**src/rtl/amiga_clk_pkg.sv**
```systemverilog
// Shared encodings and helpers for the Amiga C7M/CDAC quadrature phase tracker.
package amiga_clk_pkg;

    // {C7M,CDAC} state for each quarter-phase, in forward order.
    localparam logic [1:0] PH0 = 2'b00;
    localparam logic [1:0] PH1 = 2'b01;
    localparam logic [1:0] PH2 = 2'b11;
    localparam logic [1:0] PH3 = 2'b10;

    // Expected next {C7M,CDAC} state when the bus clocks run forward.
    function automatic logic [1:0] gray_next(input logic [1:0] state);
        case (state)
            PH0:     gray_next = PH1;
            PH1:     gray_next = PH2;
            PH2:     gray_next = PH3;
            default: gray_next = PH0;
        endcase
    endfunction

    // Quarter-phase index 0..3 of a {C7M,CDAC} state.
    function automatic logic [1:0] phase_idx(input logic [1:0] state);
        case (state)
            PH0:     phase_idx = 2'd0;
            PH1:     phase_idx = 2'd1;
            PH2:     phase_idx = 2'd2;
            default: phase_idx = 2'd3;
        endcase
    endfunction

endpackage

```
**src/rtl/sync_ff.sv**
```systemverilog
// Reset-to-zero multi-flop synchronizer for one asynchronous input bit.
module sync_ff #(
    parameter int unsigned STAGES = 2
) (
    input  logic clk_i,
    input  logic rst_i,
    input  logic d_i,
    output logic q_o
);

    logic [STAGES-1:0] sync_q;
    logic [STAGES-1:0] sync_d;

    // Shift the raw input in at the LSB; the MSB is the settled output.
    always_comb begin
        sync_d = {sync_q[STAGES-2:0], d_i};
    end

    // Synchronizer chain, cleared by synchronous reset.
    always_ff @(posedge clk_i) begin
        if (rst_i) begin
            sync_q <= '0;
        end else begin
            sync_q <= sync_d;
        end
    end

    assign q_o = sync_q[STAGES-1];

endmodule

```
**src/rtl/amiga_clk_phase_tracker.sv**
```systemverilog
// Tracks the C7M/CDAC quarter-phase on a fast clock, measures the quarter period,
// declares lock, and regenerates C14M plus an interpolated C28M and predictive strobes.
module amiga_clk_phase_tracker
    import amiga_clk_pkg::*;
#(
    parameter int unsigned SYNC_STAGES = 2,
    parameter int unsigned CNT_W       = 8,
    parameter int unsigned LOCK_COUNT  = 8,
    parameter int unsigned TOL         = 2,
    parameter int unsigned ADVANCE     = 0
) (
    input  logic             CLK,
    input  logic             RESET,
    input  logic             C7M,
    input  logic             CDAC,
    output logic             C14M_OUT,
    output logic             C28M_OUT,
    output logic [1:0]       PHASE,
    output logic [3:0]       EDGE_STB,
    output logic             PRE_STB,
    output logic             LOCKED,
    output logic             ERR_STB,
    output logic [CNT_W-1:0] QPER
);

    localparam int unsigned      CW1     = CNT_W + 1;
    localparam int unsigned      LCW     = $clog2(LOCK_COUNT + 1);
    localparam logic [CNT_W-1:0] CNT_MAX = '1;
    localparam logic [CW1-1:0]   TOL_C   = CW1'(TOL);
    localparam logic [CW1-1:0]   ADV_C   = CW1'(ADVANCE);
    localparam logic [LCW-1:0]   LOCK_C  = LCW'(LOCK_COUNT);

    logic [1:0] sync_st;

    sync_ff #(.STAGES(SYNC_STAGES)) u_sync_c7m (
        .clk_i (CLK),
        .rst_i (RESET),
        .d_i   (C7M),
        .q_o   (sync_st[1])
    );

    sync_ff #(.STAGES(SYNC_STAGES)) u_sync_cdac (
        .clk_i (CLK),
        .rst_i (RESET),
        .d_i   (CDAC),
        .q_o   (sync_st[0])
    );

    logic             armed_q, armed_d;
    logic [1:0]       prev_q, prev_d;
    logic [1:0]       phase_q, phase_d;
    logic [CNT_W-1:0] qcnt_q, qcnt_d;
    logic [CNT_W-1:0] qper_q, qper_d;
    logic [LCW-1:0]   lock_cnt_q, lock_cnt_d;
    logic [1:0]       seen_q, seen_d;
    logic             locked_q, locked_d;
    logic [3:0]       edge_q, edge_d;
    logic             err_q, err_d;
    logic             c14_q, c14_d;
    logic             c28_q, c28_d;
    logic             pre_q, pre_d;

    logic             step, valid_step, illegal_step, match;
    logic [CW1-1:0]   inc, qper_ext, diff;

    // Step classification and the tolerance test of the just-finished quarter.
    always_comb begin
        step         = armed_q && (sync_st != prev_q);
        valid_step   = step && (gray_next(prev_q) == sync_st);
        illegal_step = step && !valid_step;
        inc          = {1'b0, qcnt_q} + CW1'(1);
        qper_ext     = {1'b0, qper_q};
        diff         = (inc >= qper_ext) ? (inc - qper_ext) : (qper_ext - inc);
        // The first quarter after reset is partial and the second compares against it.
        match        = (seen_q == 2'd2) && (diff <= TOL_C);
    end

    // Next-state: phase tracking, period measurement, lock and strobe generation.
    always_comb begin
        armed_d    = 1'b1;
        prev_d     = prev_q;
        phase_d    = phase_q;
        qper_d     = qper_q;
        lock_cnt_d = lock_cnt_q;
        seen_d     = seen_q;
        locked_d   = locked_q;
        edge_d     = '0;
        err_d      = 1'b0;
        c14_d      = sync_st[1] ^ sync_st[0];
        qcnt_d     = (qcnt_q == CNT_MAX) ? qcnt_q : qcnt_q + CNT_W'(1);

        if (!armed_q) begin
            prev_d  = sync_st;
            phase_d = phase_idx(sync_st);
        end else if (valid_step) begin
            prev_d  = sync_st;
            phase_d = phase_idx(sync_st);
            edge_d  = 4'b0001 << phase_idx(sync_st);
            qcnt_d  = '0;
            qper_d  = inc[CNT_W] ? CNT_MAX : inc[CNT_W-1:0];
            if (seen_q != 2'd2) begin
                seen_d = seen_q + 2'd1;
            end
            if (match) begin
                if (lock_cnt_q != LOCK_C) begin
                    lock_cnt_d = lock_cnt_q + LCW'(1);
                end
                if (lock_cnt_d == LOCK_C) begin
                    locked_d = 1'b1;
                end
            end else begin
                lock_cnt_d = '0;
                locked_d   = 1'b0;
            end
        end else if (illegal_step) begin
            prev_d     = sync_st;
            phase_d    = phase_idx(sync_st);
            qcnt_d     = '0;
            err_d      = 1'b1;
            lock_cnt_d = '0;
            locked_d   = 1'b0;
        end else if (qcnt_d == CNT_MAX) begin
            // Quarter counter saturated: bus clock has stopped.
            lock_cnt_d = '0;
            locked_d   = 1'b0;
        end

        // C28M rises with each step and falls mid-quarter.
        if (!locked_d) begin
            c28_d = 1'b0;
        end else if (valid_step) begin
            c28_d = 1'b1;
        end else if (qcnt_d == (qper_d >> 1)) begin
            c28_d = 1'b0;
        end else begin
            c28_d = c28_q;
        end

        pre_d = 1'b0;
        if ((ADVANCE > 0) && locked_d && ({1'b0, qper_d} > ADV_C) &&
            (({1'b0, qcnt_d} + ADV_C) == ({1'b0, qper_d} - CW1'(1)))) begin
            pre_d = 1'b1;
        end
    end

    // State and output registers with synchronous reset.
    always_ff @(posedge CLK) begin
        if (RESET) begin
            armed_q    <= 1'b0;
            prev_q     <= '0;
            phase_q    <= '0;
            qcnt_q     <= '0;
            qper_q     <= '0;
            lock_cnt_q <= '0;
            seen_q     <= '0;
            locked_q   <= 1'b0;
            edge_q     <= '0;
            err_q      <= 1'b0;
            c14_q      <= 1'b0;
            c28_q      <= 1'b0;
            pre_q      <= 1'b0;
        end else begin
            armed_q    <= armed_d;
            prev_q     <= prev_d;
            phase_q    <= phase_d;
            qcnt_q     <= qcnt_d;
            qper_q     <= qper_d;
            lock_cnt_q <= lock_cnt_d;
            seen_q     <= seen_d;
            locked_q   <= locked_d;
            edge_q     <= edge_d;
            err_q      <= err_d;
            c14_q      <= c14_d;
            c28_q      <= c28_d;
            pre_q      <= pre_d;
        end
    end

    assign C14M_OUT = c14_q;
    assign C28M_OUT = c28_q;
    assign PHASE    = phase_q;
    assign EDGE_STB = edge_q;
    assign PRE_STB  = pre_q;
    assign LOCKED   = locked_q;
    assign ERR_STB  = err_q;
    assign QPER     = qper_q;

endmodule

```
**config.mk**
```make
export PLATFORM = sky130hd
export DESIGN_NAME = amiga_clk_phase_tracker
export DESIGN_NICKNAME = d
export VERILOG_FILES = /design/src/rtl/amiga_clk_pkg.sv /design/src/rtl/sync_ff.sv /design/src/rtl/amiga_clk_phase_tracker.sv
export SDC_FILE = /design/constraint.sdc
export NUM_CORES = 1
export LEC_CHECK = 0
export CAP_MARGIN = 20
export CORE_MARGIN = 10
export CORE_UTILIZATION = 40
export DETAILED_ROUTE_END_ITERATION = 10
export GPL_TIMING_DRIVEN = 0
export SYNTH_ARGS = -nofsm -noshare
export SYNTH_HDL_FRONTEND = slang
export SYNTH_SLANG_ARGS = --single-unit
```
**constraint.sdc**
```tcl
create_clock -name CLK -period 3.55 [get_ports CLK]
set_clock_uncertainty 0.05 [all_clocks]
set_input_delay 0.355 -clock CLK [delete_from_list [all_inputs] [get_ports CLK]]
set_output_delay 0.355 -clock CLK [all_outputs]
set_load 0.03 [all_outputs]
```
==> run_results.csv <==
group,metric,value,unit
run_status,run_status,"finished clean",
timing,fmax,293,MHz
drt,dr.pass1.iters,4,
timing,holdWs,392,ps
setup_path,critPathLaunchType,"register",
synthesis,ys_ff_latch,39,
finish,nets,406,
timing,slew_headroom,0.643,
setup_path,reg2reg_slack,130,ps
finish,finalInstanceArea,0.00342,mm^2
clock_network,h-tree-depth,2,
finish,insertedDiodeCount,0,
power,vdd_ir_drop_max,0.000303,V
global_routing,grt_pass1_wl,11.8,mm
power,leakagePower,1.40,nW
floorplan,die_area,0.0107,mm^2
drt,drtIter0Drc,132,
global_routing,grt_pass1_vias,2350,
synthesis,synth_edf_count,0,
global_routing,track_usage,0.139,
floorplan,row_count,30,
clock_network,cts_tree,"yes",
timing,worst_pin_slew,530,ps
floorplan,die_x,103,um
placed_design,port_buffers,21,
placed_design,routabilityCongestion,0.898,
drt,vias_per_cell,5.28,
clock_network,numClockSinks,39,
flow_run,drv_cap,0,
synthesis,ys.flop_type,"dfxtp_1",
power,power.density,350,mW/mm^2
finish,fin_util,0.504,
setup_path,crit_path_start,"qcnt_q[0]$_SDFF_PP0_",
global_routing,grt_max_degree,14,
clock_network,clk_pin_slew,80,ps
timing,drv_slew,0,
power,combPwrFrac,0.278,
setup_path,cp_max_fo,7,
drt,vias,2505,
placed_design,placed_cells,457,
setup_path,max_stage_delay,390,ps
setup_path,timing.rr.start,"qcnt_q[0]$_SDFF_PP0_",
setup_path,crit_end,"C28M_OUT$_SDFFE_PP0P_",
finish,syn2layout_area_growth,22.9,%
timing,setup_tns,0,ps
finish,layout-drive-gt1-share,0.153,
drt,ant_nets,0,
synthesis,syn_inst,340,
power,p_seq_frac,0.388,
power,switching_share,0.304,
floorplan,core,0.00679,mm^2
timing,fin_crit,3420,ps
setup_path,path_cells,"ha_4 -> and4_4 -> a21boi_1 -> or2_4 -> ha_4 -> a21o_1 -> a221oi_4 -> nand2_2 -> o211a_1 -> a211o_1 -> or2_1 -> a2111o_1 -> a211oi_2",
clock_network,cts.path.max_buffers,2,
power,pwr-share-clk,0.335,
clock_network,cts_root_buffer,"clkbuf_8",
finish,instances_no_fill,474,
floorplan,initial_core_util,0.410,
synthesis,yosysWarnings,0,
synthesis,synth_fp_nets,369,
floorplan,dieHeight,103,um
setup_path,slowest_stage,"dfxtp_4",
setup_path,rr_endpoint,"C28M_OUT$_SDFFE_PP0P_",
global_routing,antenna_found_initial,0,
power,internal_power,0.000833,W
synthesis,syn-cell-area,0.00279,mm^2
setup_path,ff2ff_path_depth,13,
clock_network,ctsHoldBuffers,0,
synthesis,avgSynthCellArea,8.19,um^2
synthesis,ys_seq_area_frac,0.280,
synthesis,post_synth_num_cell_types,64,
setup_path,cp-end-kind,"register",
timing,fin_crit_sh,0.963,
drt,wl,7.31,mm
finish,fillCellCount,659,
timing,setup_violations,0,
placed_design,dp_hpwl,5.52,mm
power,switching_power,0.000363,W
global_routing,grt.overflow.total,0,
setup_path,cpMostUsedCell,"ha_4",
drt,avgRoutedWirePerCell,15.4,um
hold_path,min_path_type,"reg2reg",
finish,final_cell_mix,"nor2_1, dfxtp_1, inv_1, nand2_1, clkdlybuf4s50_1",
setup_path,cp.required,3720,ps
setup_path,arrival,3590,ps
timing,hold_violations,0,
clock_network,numCtsBuffers,5,
drt,drcViolationCount,0,
setup_path,worst-setup-path-type,"reg2reg",
finish,final_common_cell,"nor2_1",
placed_design,post_dp_cell_area,0.00312,mm^2
floorplan,num_io_pins,23,
synthesis,synthArstFlopShare,0,
clock_network,clk_latency,300,ps
cell families after synthesis:
| logic type | count (synthesis) | synth area share |
|---|---|---|
| simple gates | 127 | 0.239 |
| compound gates | 81 | 0.208 |
| fa+ha+maj | 25 | 0.118 |
| other cells | 1 | 0.00135 |
| flops | 39 | 0.280 |
| xor+xnor | 21 | 0.0660 |
| buf+inv | 41 | 0.0696 |
| mux | 5 | 0.0180 |
power by group through the flow:
| stage | sequential [W] | combinational (W) | clock (W) |
|---|---|---|---|
| 2_1_floorplan | 0.000483 | 0.000221 | 0 |
| 3_3_place_gp | 0.000475 | 0.000298 | 0 |
| 3_5_place_dp | 0.000475 | 0.000301 | 0 |
| 4_1_cts | 0.000466 | 0.000309 | 0.000407 |
| 5_1_grt | 0.000466 | 0.000371 | 0.000420 |
| 6_report | 0.000464 | 0.000332 | 0.000400 |
worst min path at each step:
stage,end,from,cells after the start
3_3_place_gp,u_sync_c7m.sync_q[1]$_SDFF_PP0_,u_sync_c7m.sync_q[0]$_SDFF_PP0_,1
5_1_grt,u_sync_cdac.sync_q[1]$_SDFF_PP0_,u_sync_cdac.sync_q[0]$_SDFF_PP0_,1
2_1_floorplan,u_sync_c7m.sync_q[1]$_SDFF_PP0_,u_sync_c7m.sync_q[0]$_SDFF_PP0_,1
6_report,u_sync_c7m.sync_q[1]$_SDFF_PP0_,u_sync_c7m.sync_q[0]$_SDFF_PP0_,1
3_5_place_dp,u_sync_c7m.sync_q[1]$_SDFF_PP0_,u_sync_c7m.sync_q[0]$_SDFF_PP0_,1
4_1_cts,u_sync_c7m.sync_q[1]$_SDFF_PP0_,u_sync_c7m.sync_q[0]$_SDFF_PP0_,1
per-stage QoR:
step	total power [W]	setup slack, ps
floorplan	0.000705	16.6
global placement	0.000773	-323
detailed placement	0.000776	-343
CTS	0.00118	6.34
global route	0.00126	-19.5
finish	0.00120	133
cell usage after synthesis (5+ instances only):
master    instances  area, um^2
o21ai_0          14        70.1
nor2_1           39         146
nor3_1            8        40.0
a211oi_1         10        75.1
xnor2_1          14         123
a21oi_1          18        90.1
nand2_1          25        93.8
nand3_1          12        60.1
mux2i_1           5        50.1
nor3b_1           5        37.5
ha_1             23         288
nand2b_1          7        43.8
dfxtp_1          39         781
inv_1            30         113
nor2b_1           7        43.8
xor2_1            7        61.3
timing repair:
| action | 4_1_cts | 5_1_grt |
|---|---|---|
| pin swaps | 3 | 5 |
| hold endpoints to repair | 0 | 0 |
| buffers inserted | 2 | 7 |
| endpoints found under the setup margin | 6 | 6 |
| resized for setup | 15 | 16 |
| gates cloned | 0 | 0 |
cell type report:
| type | instances | area (um^2) | share of cell area |
|---|---|---|---|
| Multi-Input combinational cell | 260 | 1910 | 0.558 |
| Sequential cell | 39 | 801 | 0.234 |
| Timing Repair Buffer | 30 | 278 | 0.0812 |
| Tap cell | 96 | 120 | 0.0351 |
| Inverter | 31 | 119 | 0.0347 |
| Clock buffer | 6 | 82.6 | 0.0241 |
| Buffer | 10 | 75.1 | 0.0219 |
| Clock inverter | 2 | 38.8 | 0.0113 |
sequential cells by signal (all words and copies together), names as in the netlist:
register            flops
QPER                    8
lock_cnt_q              4
prev_q                  2
armed_q                 1
LOCKED                  1
ERR_STB                 1
u_sync_c7m.sync_q       2
C28M_OUT                1
C14M_OUT                1
qcnt_q                  8
PHASE                   2
EDGE_STB                4
seen_q                  2
u_sync_cdac.sync_q      2
worst max-delay path, delay by kind of cell, from the launching register on:
kind	cells	cell delay, ps
adders and majority gates	2	420
DFF	1	390
AOI/OAI and AO/OA	7	1580
and+or+nand+nor	4	920
routing by layer:
| metal | GRT usage | wire (um) | vias up |
|---|---|---|---|
| met1 | 0.188 | 3280 | 1165 |
| met4 | 0.0428 | 120 | 0 |
| met3 | 0.0259 | 508 | 12 |
| met5 | 0 | 0 | - |
| met2 | 0.220 | 3400 | 71 |
| li1 | - | - | 1257 |
No activity file was read; power rests on OpenSTA's default activity.
